### config.mk
export PLATFORM = sky130hd
export DESIGN_NAME = if_fetch_queue
export DESIGN_NICKNAME = d
export VERILOG_FILES = /design/src/rtl/if_fetch_queue.sv
export SDC_FILE = /design/constraint.sdc
export NUM_CORES = 1
export LEC_CHECK = 0
export ABC_AREA = 1
export CAP_MARGIN = 15
export CELL_PAD_IN_SITES_DETAIL_PLACEMENT = 1
export CELL_PAD_IN_SITES_GLOBAL_PLACEMENT = 1
export CORE_MARGIN = 2
export CORE_UTILIZATION = 25
export DETAILED_ROUTE_END_ITERATION = 12
export PLACE_DENSITY_LB_ADDON = 0.1
export SETUP_SLACK_MARGIN = 0.3
export SLEW_MARGIN = 0
export SYNTH_ARGS = -nofsm -noshare
export SYNTH_HDL_FRONTEND = slang
export SYNTH_SLANG_ARGS = --single-unit
### constraint.sdc
create_clock -name clk_in -period 7.4 [get_ports clk_in]
set_input_delay 0.74 -clock clk_in [delete_from_list [all_inputs] [get_ports clk_in]]
set_output_delay 0.74 -clock clk_in [all_outputs]
set_load 0.02 [all_outputs]
### src/rtl/if_fetch_queue.sv
// Instruction fetch queue: sequential fetch engine with a circular FWFT queue
// feeding issue, plus branch redirect that flushes the queue and discards any
// response still in flight for the old path.
module if_fetch_queue #(
  parameter int DEPTH       = 8,
  parameter int ADDR_W      = 32,
  parameter int INSTR_W     = 32,
  parameter int INSTR_BYTES = 4,
  parameter logic [ADDR_W-1:0] RESET_PC = '0
) (
  input  logic                       clk_in,
  input  logic                       rst_in,
  input  logic                       rdy_in,
  input  logic                       redirect_en_in,
  input  logic [ADDR_W-1:0]          redirect_pc_in,
  output logic                       mem_req_out,
  output logic [ADDR_W-1:0]          mem_addr_out,
  output logic [2:0]                 mem_len_out,
  input  logic                       mem_gnt_in,
  input  logic                       mem_rsp_en_in,
  input  logic [INSTR_W-1:0]         mem_rsp_data_in,
  output logic                       issue_valid_out,
  output logic [INSTR_W-1:0]         issue_instr_out,
  output logic [ADDR_W-1:0]          issue_pc_out,
  input  logic                       issue_ready_in,
  output logic [$clog2(DEPTH):0]     count_out
);

  localparam int PTR_W = $clog2(DEPTH);
  localparam int CNT_W = PTR_W + 1;

  // DROP means a response is still owed by the allocator but belongs to a
  // path that was abandoned by a redirect, so it must be swallowed.
  typedef enum logic [1:0] {
    StIdle,
    StReq,
    StWait,
    StDrop
  } fetchState_e;

  fetchState_e       state_q, state_d;
  logic [ADDR_W-1:0] fetchPc_q, fetchPc_d;
  logic [PTR_W-1:0]  head_q, head_d;
  logic [PTR_W-1:0]  tail_q, tail_d;
  logic [CNT_W-1:0]  count_q, count_d;

  logic [INSTR_W-1:0] instrMem [DEPTH];
  logic [ADDR_W-1:0]  pcMem    [DEPTH];

  logic push;
  logic pop;
  logic issueValid;

  assign issueValid = (count_q != '0);

  // A redirect cancels both the push and the pop of its cycle.
  assign push = rdy_in && !redirect_en_in && (state_q == StWait) && mem_rsp_en_in;
  assign pop  = rdy_in && !redirect_en_in && issueValid && issue_ready_in;

  assign mem_req_out     = (state_q == StReq);
  assign mem_addr_out    = fetchPc_q;
  assign mem_len_out     = 3'(INSTR_BYTES - 1);
  assign issue_valid_out = issueValid;
  assign issue_instr_out = instrMem[head_q];
  assign issue_pc_out    = pcMem[head_q];
  assign count_out       = count_q;

  // Next-state logic for the fetch FSM, fetch PC and queue pointers.
  always_comb begin
    state_d   = state_q;
    fetchPc_d = fetchPc_q;
    head_d    = head_q;
    tail_d    = tail_q;
    count_d   = count_q;

    if (rdy_in) begin
      if (redirect_en_in) begin
        head_d    = '0;
        tail_d    = '0;
        count_d   = '0;
        fetchPc_d = redirect_pc_in;
        unique case (state_q)
          StIdle: state_d = StIdle;
          StReq:  state_d = mem_gnt_in    ? StDrop : StIdle;
          StWait: state_d = mem_rsp_en_in ? StIdle : StDrop;
          StDrop: state_d = mem_rsp_en_in ? StIdle : StDrop;
          default: state_d = StIdle;
        endcase
      end else begin
        unique case (state_q)
          StIdle: begin
            if (count_q < CNT_W'(DEPTH)) begin
              state_d = StReq;
            end
          end
          StReq: begin
            if (mem_gnt_in) begin
              state_d = StWait;
            end
          end
          StWait: begin
            if (mem_rsp_en_in) begin
              state_d   = StIdle;
              fetchPc_d = fetchPc_q + ADDR_W'(INSTR_BYTES);
            end
          end
          StDrop: begin
            if (mem_rsp_en_in) begin
              state_d = StIdle;
            end
          end
          default: state_d = StIdle;
        endcase

        if (push) begin
          tail_d = tail_q + PTR_W'(1);
        end
        if (pop) begin
          head_d = head_q + PTR_W'(1);
        end
        if (push && !pop) begin
          count_d = count_q + CNT_W'(1);
        end else if (pop && !push) begin
          count_d = count_q - CNT_W'(1);
        end
      end
    end
  end

  // Control registers; rdy_in low is handled by next-state equal to current.
  always_ff @(posedge clk_in or posedge rst_in) begin
    if (rst_in) begin
      state_q   <= StIdle;
      fetchPc_q <= RESET_PC;
      head_q    <= '0;
      tail_q    <= '0;
      count_q   <= '0;
    end else begin
      state_q   <= state_d;
      fetchPc_q <= fetchPc_d;
      head_q    <= head_d;
      tail_q    <= tail_d;
      count_q   <= count_d;
    end
  end

  // Queue storage is never reset; count gates whether the head is meaningful.
  always_ff @(posedge clk_in) begin
    if (push) begin
      instrMem[tail_q] <= mem_rsp_data_in;
      pcMem[tail_q]    <= fetchPc_q;
    end
  end

endmodule
==> impl_metrics.ini <==
[place]
hpwl_microns = 40400
io_buffers = 172
gp_congestion = 0.715

[pwr]
leakage_uw = 0.00942
p_per_area_mw_per_mm2 = 345
ir_drop_mv = 0.267

[global_routing]
antenna_found_initial = 0
grt_usage_pct = 15.2
grt_pass1_vias = 16600
grt_pass1_wl_microns = 108000
grt-ovfl-total = 0
grt_max_degree = 177

[synthesis]
syn_inst = 1962
synth_top_flop_cell = edfxtp_1
synth_edf_count = 512
synth_cell_types = 33
netlist_area_sq_mm = 0.0229
seq_area_frac_synth_pct = 71.8
synth_seq_cells = 556
async_reset_ff_share_pct = 7.91
syn_avg_cell_area_sq_um = 11.7
yosysWarningCount = 0

[sta]
slew_violations = 0
slew_headroom_pct = 29.2
fin_crit_sh_pct = 67.5
tns_ns = 0
setup_viol = 0
finalHoldViolCount = 0
worst_clock_skew_ns = 0.0175
rsz0062_at_grt = false
worstMarginPinSlew_ns = 1.06
hold-worst-slack_ns = 0.565
max_freq_ghz = 0.200
period_needed_ns = 4.99

[min_path]
hp-class = reg2reg
hold_depth = 2
hold_start = count_out[2]
hold_end = count_out[2]

[cts]
insertion_delay_ns = 0.60
cts_hold_buf = 0
htreeDepth = 3
clock_path_buffers = 3
cts_root_buf = clkbuf_16
post_cts_buffers = 0
cts_tree = done
cts_buffers = 68
cts_sinks = 556
cts.clk_slew.worst_paths_ns = 0.07
ctsResizeCount = 0

[floorplan]
core_sq_mm = 0.0912
fp-row-count = 111
ios = 176
initial_core_util_pct = 25.1
die_h_microns = 307
die_x_microns = 307
die-area_sq_mm = 0.0942

[critical_path]
cp.required_ns = 6.66
reg2reg_depth = 6
cp_max_fo = 140
startpoint_type = flop
cp-end-kind = output pin
cpMaxStageDelayCell = dfrtp_4
r2r_start = state_q[0]
rrSetupSlack_ns = 4.22
critPathBufInv = 3
r2r-end = pcMem[0][12]
path_class = reg2out
cp_top_family = buffers and inverters
cp_data_arrival_time_ns = 4.25
crit_chain = inv_8 > buf_4 > o21ai_0 > o22ai_1 > nor2_1 > a31oi_1 > clkdlybuf4s50_1
cp_slowest_stage_delay_ns = 0.81

[drt]
drc = 0
routedWlPerCell_microns = 21.5
via_per_inst = 4.64
wirelength_microns = 72200
ant_nets = 0
via_count = 15600
dr.pass1.iters = 4
first_iter_violations = 646

[finish]
drive_gt1_share_pct = 6.55
fin_nets = 2194
syn_to_final_growth_pct = 21.7

[flow_run]
max_cap_viol_count = 0

[outcome]
status = complete, no violations
[power by group]
| part | switching [uW] | total (uW) | internal, uW |
|---|---|---|---|
| registers | 329 | 3940 | 3610 |
| clock network | 1340 | 3300 | 1960 |
| logic | 1510 | 2380 | 865 |
[routing by layer]
layer / track usage, % / wire, microns / vias to the layer above
li1: - / - / 7276
met1: 20.8 / 34900 / 7907
met2: 24.8 / 33300 / 268
met3: 2.47 / 2570 / 102
met4: 4.35 / 1440 / 0
met5: 0 / 0 / -
[layout by cell type, fill, tap and decap left out, types with 5 or more instances in the layout]
| master | synthesis | routed |
|---|---|---|
| edfxtp_1 | 512 | 512 |
| nor2_1 | 514 | 510 |
| o21ai_0 | 259 | 259 |
| nand2_1 | 214 | 214 |
| clkdlybuf4s50_1 | 0 | 172 |
| clkbuf_16 | 0 | 72 |
| o22ai_1 | 66 | 66 |
| a31oi_1 | 65 | 65 |
| inv_1 | 51 | 48 |
| dfrtp_1 | 44 | 42 |
| nand3_1 | 36 | 36 |
| o21ai_1 | 25 | 25 |
| buf_4 | 13 | 24 |
| clkbuf_1 | 46 | 19 |
| a21oi_1 | 14 | 14 |
| clkinv_1 | 0 | 10 |
| nor2_4 | 3 | 7 |
| nand4_1 | 6 | 6 |
| clkinv_2 | 0 | 6 |
| inv_2 | 5 | 5 |
| nand3b_1 | 5 | 5 |
| ha_1 | 5 | 5 |
[worst register-to-register path, cell delays in order, from the launching register on]
cell and delay, ns:
dfrtp_1 0.40, inv_1 0.11, nand3_1 0.15, nor2_4 0.27, nand2_1 0.26, nor2_4 0.82
buf_4 0.78
[synth_stat cells (3+ instances only)]
| master | instances | area share, % |
|---|---|---|
| o21ai_1 | 25 | 0.55 |
| dfrtp_1 | 44 | 4.8 |
| edfxtp_1 | 512 | 67 |
| a211oi_1 | 4 | 0.13 |
| nand2_1 | 214 | 3.5 |
| nand4_1 | 6 | 0.16 |
| buf_4 | 13 | 0.43 |
| nor2_4 | 3 | 0.15 |
| nand3_1 | 36 | 0.79 |
| nor2_1 | 514 | 8.4 |
| nand3b_1 | 5 | 0.16 |
| nor3_1 | 8 | 0.17 |
| buf_2 | 21 | 0.46 |
| a31oi_1 | 65 | 1.8 |
| a21oi_1 | 14 | 0.31 |
| inv_1 | 51 | 0.83 |
| nand2_2 | 3 | 0.082 |
| o22ai_1 | 66 | 1.8 |
| buf_1 | 8 | 0.13 |
| buf_6 | 22 | 1.1 |
| clkbuf_1 | 46 | 0.75 |
| o21ai_0 | 259 | 5.7 |
| ha_1 | 5 | 0.27 |
| inv_2 | 5 | 0.082 |
[logic make-up after synthesis]
family / synth area share [%]
buf+inv: 3.87
other cells: 0.0327
fa+ha+maj: 0.360
simple gates: 13.5
compound gates: 10.3
flops: 71.8
xor+xnor: 0.0764
[area by class of cell]
cell class | instances | area [sq um]
Clock buffer | 95 | 1930
Multi-Input combinational cell | 1238 | 5630
Clock inverter | 26 | 255
Sequential cell | 556 | 16500
Timing Repair Buffer | 197 | 1920
Fill cell | 9807 | 63300
Inverter | 56 | 223
Tap cell | 1186 | 1480
Antenna cell | 1 | 2.50
[worst max-delay path by stage]
stage          cells past startpoint  slack, ns            from                to
5_1_grt                            7       2.00       head_q[0]  issue_pc_out[31]
2_1_floorplan                      6       1.26          rdy_in    instrMem[6][0]
3_3_place_gp                       7       2.86  redirect_en_in       pcMem[0][3]
3_5_place_dp                       7       2.80  redirect_en_in       pcMem[0][0]
6_report                           7       2.41       head_q[0]  issue_pc_out[31]
4_1_cts                            7       2.21       head_q[0]  issue_pc_out[31]
[flip-flops by register name, indices dropped and copies added (netlist names)]
name          count
pcMem           256
mem_addr_out     32
tail_q            3
count_out         4
state_q           2
instrMem        256
head_q            3
[metrics by stage]
stage	area, sq um	power, uW	instances	setup WS (ns)	utilization [%]
after floorplan	22900	5370	1963	1.26	-
after global placement	25700	6440	3233	2.86	28.2
after detailed placement	25700	6460	3233	2.80	28.2
after CTS	27900	9830	3354	2.21	30.6
after global routing	27900	10100	3354	2.00	30.6
final	27900	9620	3355	2.41	30.6
No activity file was read; power rests on OpenSTA's default activity.
